**src/rtl/uart_rx_cfg.sv**
```systemverilog
// Configurable UART receiver: 2-flop synchronizer, 3-sample majority vote,
// optional parity, 1 or 2 stop bits, one-deep output holding register with overrun.
module uart_rx_cfg #(
  parameter int unsigned CLKS_PER_BIT = 87,
  parameter int unsigned DATA_BITS    = 8,
  parameter int unsigned PARITY       = 0,
  parameter int unsigned STOP_BITS    = 1
) (
  input  logic                 clk,
  input  logic                 rst,
  input  logic                 rx_serial,
  output logic [DATA_BITS-1:0] rx_data,
  output logic                 rx_valid,
  input  logic                 rx_ready,
  output logic                 parity_err,
  output logic                 frame_err,
  output logic                 overrun,
  output logic                 busy
);

  localparam int unsigned CNT_W = $clog2(CLKS_PER_BIT);
  localparam int unsigned IDX_W = 4;
  localparam logic [CNT_W-1:0] CNT_MID   = CNT_W'((CLKS_PER_BIT - 1) / 2);
  localparam logic [CNT_W-1:0] CNT_END   = CNT_W'(CLKS_PER_BIT - 1);
  localparam logic [IDX_W-1:0] LAST_DATA = IDX_W'(DATA_BITS - 1);
  localparam logic [IDX_W-1:0] LAST_STOP = IDX_W'(STOP_BITS - 1);

  typedef enum logic [2:0] {S_IDLE, S_START, S_DATA, S_PAR, S_STOP} state_t;

  state_t                 r_state, w_next;
  logic [1:0]             r_sync;
  logic [2:0]             r_hist;
  logic [CNT_W-1:0]       r_cnt;
  logic [IDX_W-1:0]       r_bit_idx;
  logic [DATA_BITS-1:0]   r_shift;
  logic                   r_par_bad, r_stop_bad;
  logic [DATA_BITS-1:0]   r_data;
  logic                   r_valid, r_par_err, r_frame_err, r_overrun, r_busy;

  logic w_line, w_vote, w_cnt_mid, w_cnt_end, w_par_calc, w_accept;
  logic w_sample, w_cnt_clr, w_bit_clr, w_bit_inc, w_start_ok, w_load;

  assign w_line     = r_sync[1];
  assign w_vote     = (r_hist[0] & r_hist[1]) | (r_hist[0] & r_hist[2]) | (r_hist[1] & r_hist[2]);
  assign w_cnt_mid  = (r_cnt == CNT_MID);
  assign w_cnt_end  = (r_cnt == CNT_END);
  assign w_par_calc = (^r_shift) ^ w_vote;
  assign w_accept   = r_valid & rx_ready;

  // Line synchronizer and vote history
  always_ff @(posedge clk) begin
    if (rst) begin
      r_sync <= 2'b11;
      r_hist <= 3'b111;
    end else begin
      r_sync <= {r_sync[0], rx_serial};
      r_hist <= {r_hist[1:0], w_line};
    end
  end

  always_ff @(posedge clk) begin
    if (rst) r_state <= S_IDLE;
    else     r_state <= w_next;
  end

  always_comb begin
    w_next = r_state;
    case (r_state)
      S_IDLE:  if (!w_line) w_next = S_START;
      S_START: if (w_cnt_mid) w_next = w_vote ? S_IDLE : S_DATA;
      S_DATA:  if (w_cnt_end && (r_bit_idx == LAST_DATA))
                 w_next = (PARITY != 0) ? S_PAR : S_STOP;
      S_PAR:   if (w_cnt_end) w_next = S_STOP;
      S_STOP:  if (w_cnt_end && (r_bit_idx == LAST_STOP)) w_next = S_IDLE;
      default: w_next = S_IDLE;
    endcase
  end

  always_comb begin
    w_sample   = 1'b0;
    w_start_ok = 1'b0;
    w_cnt_clr  = 1'b0;
    w_bit_clr  = 1'b0;
    w_bit_inc  = 1'b0;
    w_load     = 1'b0;
    case (r_state)
      S_IDLE:  w_cnt_clr = 1'b1;
      S_START: begin
        w_cnt_clr  = w_cnt_mid;
        w_start_ok = w_cnt_mid & ~w_vote;
        w_bit_clr  = w_cnt_mid;
      end
      S_DATA: begin
        w_sample  = w_cnt_end;
        w_cnt_clr = w_cnt_end;
        w_bit_clr = w_cnt_end & (r_bit_idx == LAST_DATA);
        w_bit_inc = w_cnt_end & (r_bit_idx != LAST_DATA);
      end
      S_PAR: begin
        w_sample  = w_cnt_end;
        w_cnt_clr = w_cnt_end;
      end
      S_STOP: begin
        w_sample  = w_cnt_end;
        w_cnt_clr = w_cnt_end;
        w_bit_inc = w_cnt_end;
        w_load    = w_cnt_end & (r_bit_idx == LAST_STOP);
      end
      default: w_cnt_clr = 1'b1;
    endcase
  end

  // Frame engine datapath: never stalls on the consumer
  always_ff @(posedge clk) begin
    if (rst) begin
      r_cnt      <= '0;
      r_bit_idx  <= '0;
      r_shift    <= '0;
      r_par_bad  <= 1'b0;
      r_stop_bad <= 1'b0;
      r_busy     <= 1'b0;
    end else begin
      r_cnt  <= w_cnt_clr ? '0 : r_cnt + CNT_W'(1);
      r_busy <= (w_next != S_IDLE);
      if (w_bit_clr)      r_bit_idx <= '0;
      else if (w_bit_inc) r_bit_idx <= r_bit_idx + IDX_W'(1);
      if (w_start_ok) begin
        r_par_bad  <= 1'b0;
        r_stop_bad <= 1'b0;
      end
      if (w_sample && (r_state == S_DATA)) r_shift <= {w_vote, r_shift[DATA_BITS-1:1]};
      if (w_sample && (r_state == S_PAR))  r_par_bad <= (PARITY == 1) ? ~w_par_calc : w_par_calc;
      if (w_sample && (r_state == S_STOP)) r_stop_bad <= r_stop_bad | ~w_vote;
    end
  end

  // Holding register: a load while a frame is held and not accepted is dropped
  always_ff @(posedge clk) begin
    if (rst) begin
      r_data      <= '0;
      r_valid     <= 1'b0;
      r_par_err   <= 1'b0;
      r_frame_err <= 1'b0;
      r_overrun   <= 1'b0;
    end else begin
      if (w_load && (!r_valid || rx_ready)) begin
        r_data      <= r_shift;
        r_par_err   <= r_par_bad;
        r_frame_err <= r_stop_bad | ~w_vote;
        r_valid     <= 1'b1;
      end else if (w_accept) begin
        r_valid <= 1'b0;
      end
      if (w_load && r_valid && !rx_ready) r_overrun <= 1'b1;
      else if (w_accept)                  r_overrun <= 1'b0;
    end
  end

  assign rx_data    = r_data;
  assign rx_valid   = r_valid;
  assign parity_err = r_par_err;
  assign frame_err  = r_frame_err;
  assign overrun    = r_overrun;
  assign busy       = r_busy;

endmodule

```
**config.mk**
```make
export PLATFORM = sky130hd
export DESIGN_NAME = uart_rx_cfg
export DESIGN_NICKNAME = d
export VERILOG_FILES = /design/src/rtl/uart_rx_cfg.sv
export SDC_FILE = /design/constraint.sdc
export NUM_CORES = 1
export LEC_CHECK = 0
export ABC_AREA = 0
export CORE_MARGIN = 2
export CORE_UTILIZATION = 50
export DETAILED_ROUTE_END_ITERATION = 8
export HOLD_SLACK_MARGIN = 0.06
export PLACE_DENSITY = 0.79
export SETUP_SLACK_MARGIN = 0.3
export SYNTH_ARGS = -nofsm -noshare
export SYNTH_HDL_FRONTEND = slang
export SYNTH_SLANG_ARGS = --single-unit
```
**constraint.sdc**
```tcl
create_clock -name clk -period 1.8 [get_ports clk]
set_clock_uncertainty 0.15 [all_clocks]
set_input_delay 0.36 -clock clk [delete_from_list [all_inputs] [get_ports clk]]
set_output_delay 0.36 -clock clk [all_outputs]
set_load 0.005 [all_outputs]
```
==> results by group <==
Pwr
  • Combinational fraction of design power: 3.6%
  • Switching Share: around a fifth
  • Max VDD drop: 435 µV
  • Cell Pwr Density: 617 nW/µm²
  • Flop pwr share: 59.3%
  • P_leak: just under 0.001 µW
  • Psw: 340 µW
  • P_int: 1250 µW
  • Clock power frac: ~37%

Global route
  • Busiest grt layer: met2
  • GRT met3 Usage: 6.51%
  • Grt ovf: 0
  • Tot GR Track Use: between 20% and 30%
  • Vias in the first global route: 1553
  • Global Route met2 Usage: 33.9%
  • Global-route wire length before repair: 6930 µm
  • Global-route met1 utilization: between 20 and 30%
  • Antenna violations before repair: 0
  • Pin count of the biggest net entering global routing: 20

Logic synthesis
  • Most common cell in the synthesized netlist: dfxtp_1
  • Synth top area share: 46.5%
  • Sequential element share of the synthesized area: 46.5%
  • Cells after Synth: between 200 and 250
  • Ys flop type: dfxtp_1
  • Seq cells post-synth: 42
  • Netlist cell types: 43
  • Post-synth top cells: 42 x dfxtp_1, 34 x nand2_1, 21 x a21oi_1
  • Most area-hungry cell type in the Yosys netlist: dfxtp_1
  • Mapped cell area: approximately 1800 µm²
  • Syn nets: 212
  • Synth warn: 0
  • Avg Inst Size Synth: 8.87 µm²
  • Ranking of synthesized cells by area: dfxtp_1 46%, nand2_1 7.1%, a21oi_1 5.8%
  • EDFF count, synth: 0
  • Asr flop ratio synth: 0%

Critical path
  • Required @ worst endpoint: 1.90 ns
  • Largest fanout on the critical path: 4
  • WP buf/inv: 3
  • Reg-to-Reg End: rx_data[6]
  • Largest stage delay on the critical path: 0.36 ns
  • Worst-path cell chain: inv_2, ha_4, and4bb_4, nor2b_4, buf_6, nand4_1, buf_4, nand2_2, a21oi_2
  • Slowest stage cell on the critical path: dfxtp_2
  • Startpoint types: register
  • Worst Path Class, Setup: reg2reg
  • WP data arrival: 1.95 ns
  • Register-to-register setup slack: -0.05 ns
  • Crit. End Element: register
  • CP top delay family: simple AND/OR/NAND/NOR gates
  • R2r worst-path depth: 9
  • R2r startpoint: r_cnt[0]

Clocking
  • Clock Sinks: 42
  • Num CTS Buffers: 5
  • Clock Latency Late Sink: 0.35 ns
  • CTS tree: yes
  • Bufs on Longest Clock Path: 2
  • CTS root buf: clkbuf_4
  • H-tree Lvls: 2
  • Worst-path clk slew: 0.12 ns

Finish
  • Area used by multi-input combinational logic: 1120 µm²
  • Nets: between 200 and 300
  • # diodes: 0
  • Register Area: 863 µm²
  • Area growth syn-to-layout: 42.4%
  • Share of layout cells above drive strength 1: 44.2%
  • Finished Layout Cells: 297
  • Layout fillers: ~220

Worst hold path
  • Hold Path Sink: r_sync[1]
  • Worst min-delay path startpoint: r_sync[0]
  • Hold Path Depth: 1
  • Hold Path Class: reg2reg

Routing
  • Drt drc: 0
  • Final ANT Viol Nets: 0
  • Drt total wl: about 4500 µm
  • Number of vias per cell: 5.56
  • Drt pass-1 iters: 4
  • Routed len/inst: 15.2 µm
  • Via count: 1652
  • DR iter-0 viols: about 50

Die
  • Die W: approximately 64 µm
  • Io pins: 17
  • Die height: 64.2 µm
  • Core area: about 3400 µm²
  • Placement Rows: 21
  • Die ar.: slightly above 4000 µm²
  • Initial Util: 53.0%

STA
  • Slew @ Worst Pin: between 0.6 and 0.7 ns
  • Max Slew Vio Count: 0
  • Final number of setup-violating endpoints: 11
  • Final Hold Viols: 0
  • Fin crit period: 1.85 ns
  • Fin Setup TNS: -0.364 ns
  • Crit share post-route: 103%
  • Relative slew slack: 59.8%
  • Worst setup margin: -0.0464 ns
  • Hold Slack: 0.275 ns
  • Fmax: between 0.5 and 0.6 GHz
  • RSZ-0062 raised after global routing: true

Placed design
  • Placed instance count: 281
  • Dpl hpwl: about 2600 µm
  • Placer Congestion: 0.889
  • # port buffers: 16

Outcome
  • Status: finished, violations left
  • Failing checks: setup timing

Job
  • Max Cap Viol: 0
metal layers:
layer  part of all wire, %  wire, µm  up-vias
met5                     0         0        -
met4                   3.3       148        0
met3                   3.6       164       15
met2                    48      2180       37
met1                    45      2020      804
li1                      -         -      796
worst max path at each step:
stage	cells after the start	from	to	slack, ns
after floorplan	8	r_cnt[0]	r_shift[7]	-0.03
after global placement	9	r_cnt[0]	frame_err	-0.0004
after detailed placement	8	r_cnt[0]	r_bit_idx[3]	-0.03
after CTS	9	r_cnt[0]	r_bit_idx[1]	-0.02
after global routing	9	r_cnt[0]	rx_data[3]	-0.10
final	9	r_cnt[0]	rx_data[6]	-0.05
sequential cells by signal, summed over array words and instances, names as in the netlist:
register and cells:
r_sync 2, rx_data 8, r_bit_idx 4, frame_err 1, busy 1, r_stop_bad 1, parity_err 1, r_shift 8
overrun 1, r_cnt 7, r_hist 3, r_state 3, r_par_bad 1, rx_valid 1
logic make-up after synthesis:
family | Yosys count | share of synthesized area (%)
buffers and inverters | 13 | 3.25
adder cells (fa/ha/maj) | 4 | 2.77
AO/OA/AOI/OAI | 36 | 12.2
XOR/XNOR | 15 | 8.02
AND/OR/NAND/NOR | 92 | 26.1
flip-flops | 42 | 46.5
multiplexers | 2 | 1.18
repair_timing:
| action | 4_1_cts | 5_1_grt |
|---|---|---|
| hold endpoints to repair | 0 | 0 |
| endpoints found under the setup margin | 50 | 40 |
| pin swaps | 17 | 20 |
| resized for setup | 45 | 46 |
| gates cloned | 1 | 0 |
| hold buffers | 0 | 0 |
| buffers inserted | 5 | 2 |
power by group through the flow:
stage	clock network, µW	registers [µW]	logic (µW)
floorplan	0	960	32.3
global placement	0	963	50.4
detailed placement	0	963	50.8
CTS	597	943	53.0
global route	638	944	60.6
finish	589	943	57.0
worst reg2reg max path, cell delays in order, from the launching register on:
cell and delay [ns]:
dfxtp_2 0.36, inv_2 0.06, ha_4 0.11, and4bb_4 0.25, nor2b_4 0.14, buf_6 0.11, nand4_1 0.20, buf_4 0.24
nand2_2 0.07, a21oi_2 0.04
layout make-up:
class | instances | area share (%)
inverter | 3 | 0.437
tap | 46 | 2.23
timing repair buffer | 49 | 17.5
multi-input combinational | 149 | 43.3
clock buffer | 5 | 1.46
clock inverter | 3 | 1.55
sequential | 42 | 33.5
per-stage QoR:
stage	setup WS (ns)	util, %	instance area [µm²]	total power [µW]
3_3_place_gp	-0.000381	64.5	2200	1010
3_5_place_dp	-0.0271	64.5	2200	1010
5_1_grt	-0.101	75.4	2580	1640
4_1_cts	-0.0180	70.4	2400	1590
6_report	-0.0464	75.4	2580	1590
2_1_floorplan	-0.0348	-	1840	992
layout by cell type (no fill, tap or decap), drive strengths merged, types with 2 or more instances in the layout:
| cell type | instances |
|---|---|
| a2bb2oi | 2 |
| inv | 3 |
| and3 | 2 |
| buf | 33 |
| nand3 | 9 |
| clkbuf | 5 |
| nor3 | 11 |
| nand2b | 6 |
| xnor2 | 11 |
| or2 | 6 |
| a21oi | 22 |
| dlygate4sd2 | 8 |
| clkinv | 2 |
| xor2 | 3 |
| ha | 4 |
| o21ai | 4 |
| clkdlybuf4s50 | 3 |
| nand4 | 2 |
| nand2 | 34 |
| dfxtp | 42 |
| clkdlybuf4s15 | 4 |
| nor2 | 11 |
| nor2b | 2 |
Note: power is estimated with default switching activity, not from simulation.
